<file path="config.mk">
export PLATFORM = sky130hd
export DESIGN_NAME = mcs4_bus_sequencer
export DESIGN_NICKNAME = d
export VERILOG_FILES = /design/src/rtl/mcs4_bus_sequencer.sv
export SDC_FILE = /design/constraint.sdc
export NUM_CORES = 1
export LEC_CHECK = 0
export ABC_AREA = 1
export CAP_MARGIN = 20
export CORE_MARGIN = 3
export CORE_UTILIZATION = 43
export CTS_BUF_LIST = sky130_fd_sc_hd__clkbuf_16
export CTS_CLUSTER_SIZE = 8
export DETAILED_ROUTE_END_ITERATION = 12
export GPL_TIMING_DRIVEN = 0
export PLACE_DENSITY = 0.75
export SYNTH_ARGS = -nofsm -noshare
export SYNTH_HDL_FRONTEND = slang
export SYNTH_SLANG_ARGS = --single-unit
</file>
<file path="constraint.sdc">
create_clock -name clk -period 1.6 [get_ports clk]
set_input_delay 0.32 -clock clk [delete_from_list [all_inputs] [get_ports clk]]
set_output_delay 0.32 -clock clk [all_outputs]
set_load 0.01 [all_outputs]
</file>
<file path="src/rtl/mcs4_bus_sequencer.sv">
// CPU-side machine-cycle sequencer for the 4-bit multiplexed MCS-4 bus.
// Steps through A1 A2 A3 M1 M2 X1 X2 X3. It drives the fetch address and the
// SRC/WRR data onto the bus. It captures OPR/OPA and RDR data from the ROM/IO chips.
module mcs4_bus_sequencer #(
  parameter logic [3:0] OP_SRC = 4'h2,
  parameter logic [3:0] OP_IOR = 4'hE,
  parameter logic [3:0] FN_WRR = 4'h2,
  parameter logic [3:0] FN_RDR = 4'hA
) (
  input  logic        clk,
  input  logic        rst_n,
  input  logic        run,
  input  logic [11:0] fetch_addr,
  input  logic [7:0]  src_value,
  input  logic [3:0]  wr_data,
  input  logic [3:0]  bus_in,
  output logic [3:0]  bus_out,
  output logic        bus_oe,
  output logic        sync,
  output logic        cm_rom,
  output logic [2:0]  phase,
  output logic [7:0]  instr,
  output logic        instr_valid,
  output logic [3:0]  rd_data,
  output logic        rd_valid,
  output logic        src_active
);

  typedef enum logic [2:0] {
    PH_A1 = 3'd0,
    PH_A2 = 3'd1,
    PH_A3 = 3'd2,
    PH_M1 = 3'd3,
    PH_M2 = 3'd4,
    PH_X1 = 3'd5,
    PH_X2 = 3'd6,
    PH_X3 = 3'd7
  } phase_t;

  phase_t      phase_q, phase_d;
  logic [11:0] addr_q;
  logic [3:0]  opr_q, opa_q;
  logic [7:0]  src_q;
  logic        idle_q;
  logic [7:0]  instr_q;
  logic        instr_valid_q;
  logic [3:0]  rd_data_q;
  logic        rd_valid_q;
  logic        src_active_q;
  logic        is_src, is_wrr, is_rdr;

  assign is_src = (opr_q == OP_SRC) && opa_q[0];
  assign is_wrr = (opr_q == OP_IOR) && (opa_q == FN_WRR);
  assign is_rdr = (opr_q == OP_IOR) && (opa_q == FN_RDR);

  // Phase sequencing: free-running through the cycle, parking in X3 until run is high.
  always_comb begin
    phase_d = phase_q;
    if (phase_q == PH_X3) begin
      if (run) phase_d = PH_A1;
    end else begin
      phase_d = phase_t'(phase_q + 3'd1);
    end
  end

  // Phase register plus every bus latch; each sample happens on the edge that ends its phase.
  always_ff @(posedge clk or negedge rst_n) begin
    if (!rst_n) begin
      phase_q       <= PH_X3;
      addr_q        <= '0;
      opr_q         <= '0;
      opa_q         <= '0;
      src_q         <= '0;
      idle_q        <= 1'b1;
      instr_q       <= '0;
      instr_valid_q <= 1'b0;
      rd_data_q     <= '0;
      rd_valid_q    <= 1'b0;
      src_active_q  <= 1'b0;
    end else begin
      phase_q       <= phase_d;
      idle_q        <= (phase_q == PH_X3) && !run;
      instr_valid_q <= (phase_q == PH_M2);
      rd_valid_q    <= (phase_q == PH_X2) && is_rdr;
      case (phase_q)
        PH_M1: opr_q <= bus_in;
        PH_M2: begin
          opa_q   <= bus_in;
          instr_q <= {opr_q, bus_in};
        end
        PH_X1: src_q <= src_value;
        PH_X2: if (is_rdr) rd_data_q <= bus_in;
        PH_X3: begin
          if (run) addr_q <= fetch_addr;
          if (!idle_q && is_src) src_active_q <= 1'b1;
        end
        default: ;
      endcase
    end
  end

  // Bus drive and CM-ROM strobe per phase; the bus is released wherever no transfer is due.
  always_comb begin
    bus_oe  = 1'b0;
    bus_out = 4'h0;
    cm_rom  = 1'b0;
    case (phase_q)
      PH_A1: begin
        bus_oe  = 1'b1;
        bus_out = addr_q[3:0];
      end
      PH_A2: begin
        bus_oe  = 1'b1;
        bus_out = addr_q[7:4];
      end
      PH_A3: begin
        bus_oe  = 1'b1;
        bus_out = addr_q[11:8];
        cm_rom  = 1'b1;
      end
      PH_M2: cm_rom = (opr_q == OP_IOR);
      PH_X2: begin
        if (is_src) begin
          bus_oe  = 1'b1;
          bus_out = src_q[7:4];
          cm_rom  = 1'b1;
        end else if (is_wrr) begin
          bus_oe  = 1'b1;
          bus_out = wr_data;
        end
      end
      PH_X3: begin
        if (!idle_q && is_src) begin
          bus_oe  = 1'b1;
          bus_out = src_q[3:0];
        end
      end
      default: ;
    endcase
  end

  assign sync        = (phase_q == PH_X3);
  assign phase       = phase_q;
  assign instr       = instr_q;
  assign instr_valid = instr_valid_q;
  assign rd_data     = rd_data_q;
  assign rd_valid    = rd_valid_q;
  assign src_active  = src_active_q;

endmodule

</file>
==> results by group <==
Clocking
  – Clock sinks: 43
  – Number of H-tree levels: 2
  – Clock Latency Late Sink: 280 ps
  – Hold_buf cts: 0
  – CTS Root Buffer Type: clkbuf_16
  – Clk slew on worst S/H paths: 50 ps
  – TritonCTS clock tree: yes
  – Clock tree buffer depth: 2
  – Num CTS Buffers: 5

Min path
  – Class of the worst hold path: input port to asynchronous set/reset pin

Setup path
  – CP bufs+invs: 4
  – CP delay by family, top: flip-flops
  – CP Launch Type: register
  – WP data required: 1280 ps
  – Critical path type: register to primary output
  – CP max stage delay: ~600 ps
  – Critical Path AT: about 1800 ps
  – Peak fanout along the critical path: 5
  – CP max stage cell: dfstp_2
  – Crit path cell chain: inv_2, ha_4, inv_1, nor2_2, nand2_1, nand2_2, nor2_1, nand2_1, inv_1, nand2_2, buf_6
  – CP Capture Type: primary output

Timing
  – Layout Skew: around 4 ps
  – Rel. slew slack: between 60% and 70%
  – Slew Limit Fails: 0
  – Final setup viols: 7
  – RSZ-0062 raised after global routing: true
  – Final worst-path cycle share: 130.6%
  – Final hold vios: 0
  – Final Critical Period: 2090 ps
  – PnR worst setup slack: -490.1 ps
  – Max Clock Freq: 0.4785 GHz
  – Tightest Pin Transition: 577.4 ps

Job
  – Max cap viols: 0

Route
  – DRC: 0
  – Total number of vias: 1758
  – DR pass1 iterations: 4
  – Final ANT Viol Nets: 0
  – 1st-iter DRT viols: roughly 120
  – WL/cell: 13.65 um
  – Total Wirelength: 4778 um
  – Vias/cell: 5.023

Floorplan
  – Initial core utilization: between 40% and 50%
  – Die area: 0.005690 sq mm
  – Number of I/O pins: 56
  – Die W: 75.44 um
  – Rows: 24
  – Core box area: 0.004504 sq mm
  – Die Ht: 75.44 um

Global route
  – Number of global-route vias before repair: roughly 1700
  – Initial antenna violation count: 0
  – Pin count of the biggest net entering global routing: 25
  – Gr usage total: around 18%
  – GRT overflow: 0
  – First-pass GRT wire length: approximately 8000 um

Logic synthesis
  – Synth unique cells: 26
  – Largest area contributor in the netlist: dfrtp_1
  – Synth area leaders: dfrtp_1 47%, nand2_1 11%, mux2_2 7.6%
  – Post-synth EDFFs: 0
  – Net Count, Synth: 262
  – Yosys reg bits: 43
  – Most used DFF post-synth: dfrtp_1
  – Synth top cells by count: 62 x nand2_1, 39 x dfrtp_1, 22 x inv_1, 21 x nor2_1
  – Cell Area, Synth: 0.002073 sq mm
  – Warnings from Yosys: 0
  – Cells after Synth: 225
  – Asr flop ratio synth: 100.0%
  – Avg Cell Area, Syn: 9.214 sq um
  – Area share of the largest cell type after synthesis: 47.07%
  – Most frequent cell after synthesis: nand2_1
  – Register area share after synthesis: 52.14%

Power and ir drop
  – PwrDens: ~1900 mW/mm^2
  – LEAKAGE: roughly 1.4 nW
  – VDD IR max: between 0.001 and 0.0015 V

Final layout
  – Nets: 334
  – Share of cells above drive strength 1: 27.52%
  – Synth-to-layout area growth: 47.44%
  – Layout fillers: 354
  – Antenna cells: 0
  – Post-Layout Cell Count: 350

Run status
  – Status: finished with violations
  – Failing checks: negative setup slack

Placed design
  – Hpwl dp: 3464 um
  – Place WS: -644.5 ps
  – PortBufs: 55
  – Routability congestion estimate: 0.8446
  – Inst Count DP: approximately 330
==> worst reg2reg max path: cells and delay by family, from the launching register on <==
family	cells	cell delay, ps
flops	1	600
mux	1	350
buf+inv	2	230
fa+ha+maj	1	180
simple gates	1	130
==> power by group <==
group,internal [W],switching (W)
clock network,0.000561,0.000379
registers,0.00160,0.000319
logic,0.00140,0.00141
==> what timing repair did <==
| action | 4_1_cts | 5_1_grt |
|---|---|---|
| gates resized for setup | 51 | 11 |
| pin swaps | 12 | 8 |
| hold endpoints to repair | 0 | 0 |
| endpoints found under the setup margin | 20 | 29 |
| gates cloned | 0 | 0 |
| setup buffers | 8 | 2 |
==> metal layers <==
metal,share of wire (%),GRT usage (%),wire length [um]
met4,2.2,8.155,103
met2,51,30.30,2416
met5,0,0,0
met3,3.5,3.034,167
met1,44,22.95,2090
==> metrics by stage <==
stage               util, %  instance area, sq um  TNS [ps]  power [W]  hold WS (ps)
floorplan                 -                  2126    -132.9   0.003366         24.41
global placement      60.86                  2741    -40060   0.004309         464.4
detailed placement    61.36                  2764     -3688   0.004379         345.7
CTS                   66.58                  2999     -2867   0.005569         49.42
global route          67.86                  3057     -4031   0.006084         69.42
finish                67.86                  3057     -2711   0.005675         36.53
==> flip-flops by register name, summed over array words and instances (netlist names), 3 cells and up <==
| signal | cells |
|---|---|
| addr_q | 12 |
| src_q | 8 |
| instr | 5 |
| opr_q | 4 |
| rd_data | 4 |
| opa_q | 3 |
| phase | 3 |
==> area by class of cell <==
cell class,instances,area (sq um),area share [%]
timing repair buffer,66,656.9,21.49
clock buffer,5,125.1,4.093
tap,52,65.06,2.129
clock inverter,3,11.26,0.3684
inverter,27,106.4,3.479
sequential,43,1081,35.37
multi-input combinational,152,998.5,32.66
buffer,2,12.51,0.4093
==> kinds of logic after synthesis <==
| logic type | share of synthesized area [%] |
|---|---|
| mux | 9.053 |
| simple gates | 23.96 |
| flops | 52.14 |
| compound gates | 4.948 |
| buf+inv | 6.276 |
| fa+ha+maj | 3.621 |
==> worst paths after layout <==
check	start	endpoint	slack (ps)	cells after the start
setup / recovery	phase[0]$_DFFE_PN1N_	bus_out[2]	-490	11
hold reg to reg	src_active$_DFFE_PN0P_	src_active$_DFFE_PN0P_	480	2
setup reg to reg	phase[1]$_DFFE_PN1N_	src_q[0]$_DFFE_PN0N_	0	5
min in group clk	src_active$_DFFE_PN0P_	src_active$_DFFE_PN0P_	480	2
hold / removal	rst_n	rd_data[2]$_DFFE_PN0P_	40	1
max in group asynchronous	rst_n	opa_q[2]$_DFFE_PN0P_	1070	2
==> cell usage in the layout, fill, tap and decap left out, drive strengths merged <==
master	Yosys	final
ha	6	6
nor2	24	24
nand2	66	66
clkbuf	0	5
o211ai	1	1
nand4	4	4
mux2	16	16
clkdlybuf4s50	0	44
nand3	15	15
dlygate4sd2	0	1
dfrtp	39	39
o21ai	14	14
inv	26	27
a21oi	5	5
dfstp	4	4
clkdlybuf4s15	0	2
buf	3	21
nor3	1	1
clkinv	1	3
Note: power is estimated with default switching activity, not from simulation.
==> RTL change: new RTL, same flow settings <==
Register the output `instr` once more, with the module's reset; this adds one clock of latency there. The other outputs are not delayed to match.
--- a/src/rtl/mcs4_bus_sequencer.sv
+++ b/src/rtl/mcs4_bus_sequencer.sv
@@ -142,5 +142,11 @@
   assign sync        = (phase_q == PH_X3);
   assign phase       = phase_q;
-  assign instr       = instr_q;
+  always_ff @(posedge clk or negedge rst_n) begin
+    if (!rst_n) begin
+      instr <= '0;
+    end else begin
+      instr <= instr_q;
+    end
+  end
   assign instr_valid = instr_valid_q;
   assign rd_data     = rd_data_q;
Formal check against the unedited RTL: not equivalent (Yosys sat finds a counterexample within 10 cycles, from zero or initial values and one cycle with rst_n low).
==> RTL change against the original RTL <==
  * The run still ends with setup timing left
  * Area after synthesis rose by 8.4%
  * Maximum frequency fell by 3.5%
  * Non-clock buffer count rose by 8
  * Via count rose by 4.1%
  * Wire length rose by 15%
  * Power rose by 17%
  * Final cell count rose by 8.0%
  * Synthesized cell count rose by 1.8%
  * Critical path depth fell by 1
  * Sequential cell count rose by 8
  * Core utilization rose by 1.8 points
  * Cell area rose by 11%
  * Worst setup slack got worse by 0.075 ns
  * Highest routed layer unchanged
==> RTL change: results (changes against the original RTL) <==
STA
  • Setup violators final: 10 (+3)
  • Worst setup margin: -0.5653 ns (-0.07526 ns)
  • Skew final: 0.006235 ns (+0.002290 ns)
  • Hold_ws: 0.3779 ns (+0.3413 ns)
  • Relative slew slack: 0.7332 (+0.1181)

Clock tree
  • Post-CTS sizing: 57 (+12%)
  • Hold_buf cts: 1 (+1)
  • Setup Buffers After CTS: 10 (+2)
  • CTS clock-pin slew for the worst setup and hold paths: 0.07 ns (+0.02 ns)
  • Number of CTS-inserted buffers: 5 (unchanged)

GRT
  • Met3 GRT Util: 0.03670 (+0.006354)
  • Grt met1 use: 0.2378 (+0.008310)
  • Met2 Resource Use GR: 0.2851 (-0.01787)
  • Initial antenna violation count: 0 (unchanged)
  • First-pass GRT wire length: 8.576 mm (+10%)
  • Largest net degree at the start of global routing: 36 (+44%)
  • Total track usage: 0.1759 (-0.005031)
  • Vias in the first global route: 1818 (+4.4%)

Layout
  • Share of cells above drive strength 1: 0.3087 (+0.03351)
  • Fillcell total: 361 (+2.0%)
  • NumNets Final: 347 (+3.9%)

Synthesis
  • Library cells used by synthesis: 22 (-15%)
  • Top post-synthesis cells by count: nand2_1 (61), dfrtp_1 (47), inv_1 (23), nor2_1 (19), mux2_2 (16)
  • Post-synthesis sequential area ratio: 0.5702 (+0.04873)
  • Syn Nets: 266 (+1.5%)
  • Synth top area cells: dfrtp_1 (52%), nand2_1 (10%), mux2_2 (8.0%)

Detailed routing
  • Wire length on met3: 269 um (+61%)
  • Met2 Wirelength: 2.777 mm (+15%)
  • Drt via density: 4.841 (-3.6%)
  • Initial DRC Count: 51 (-57%)
  • Routed met1 length: 2.366 mm (+13%)
  • Drt wl/cell: 14.60 um (+6.9%)

Pwr
  • Leak: 1.600 nW (+11%)
  • Worst VDD drop: 1091 uV (+6.1%)

Place
  • Number of I/O port buffers: 55 (unchanged)
  • Dpl hpwl: 3.566 mm (+3.0%)
  • GPL Wtd Cong: 0.8272 (-2.1%)

Run status
  • Status: finished, violations left
  • Failing checks: setup timing

Worst hold path
  • Worst hold path depth: 0
  • HP Class: reg2reg

Critical path
  • R2R Path End: addr_q[8]$_DFFE_PN0P_
  • Slowest-stage cell, CP: dfstp_2
  • Crit Path Max Fanout: 4 (-1)
  • CP delay by family, top: flip-flops
  • CP arrival: 1.85 ns (+0.08 ns)
  • Reg2reg path depth: 6 (+1)

Floorplanning
  • Site Rows: 25 (+4.2%)
-- RTL change: cell types whose count changed after synthesis, sizes merged --
cell / change
inv: -2
nor2: -1
buf: -1
dfrtp: +8
nor3: -1
nand3: +1
-- RTL change: area by class of cell --
type,count,area [um^2],area share
Buffer,2,20.02,0.005893
Sequential cell,51,1281,0.3772
Clock inverter,3,63.81,0.01878
Tap cell,67,83.83,0.02468
Multi-Input combinational cell,151,999.7,0.2943
Inverter,25,101.3,0.02983
Timing Repair Buffer,74,721.9,0.2125
Clock buffer,5,125.1,0.03683
-- RTL change: power breakdown --
| group | total [mW] | switching [mW] | internal [mW] |
|---|---|---|---|
| logic | 3.06 | 1.54 | 1.52 |
| registers | 2.24 | 0.346 | 1.89 |
| clock network | 1.33 | 0.438 | 0.890 |
| total | 6.62 | 2.32 | 4.30 |
-- RTL change: per-stage QoR --
stage	std cells	instance area (um^2)	setup slack, ns	utilization	setup TNS [ns]
after floorplan	229	2295	-0.05941	-	-0.2145
after global placement	351	2929	-1.196	0.6003	-62.62
after detailed placement	352	2944	-0.6646	0.6033	-3.912
after CTS	371	3272	-0.5374	0.6705	-3.022
after global routing	378	3397	-0.6201	0.6962	-3.761
final	378	3397	-0.5653	0.6962	-3.133
-- RTL change: worst register-to-register path, delay by kind of cell (launching register included) --
family | cells | cell delay [ns]
DFF | 1 | 0.59
adders and majority gates | 2 | 0.29
buffers and inverters | 2 | 0.28
muxes | 1 | 0.26
and+or+nand+nor | 1 | 0.07
-- RTL change: kinds of logic after synthesis --
family / Yosys count / share of synthesized area
AO/OA/AOI/OAI: 20 / 0.04565
adder cells (fa/ha/maj): 6 / 0.03341
buffers and inverters: 27 / 0.05122
flip-flops: 51 / 0.5702
multiplexers: 16 / 0.08018
AND/OR/NAND/NOR: 109 / 0.2194
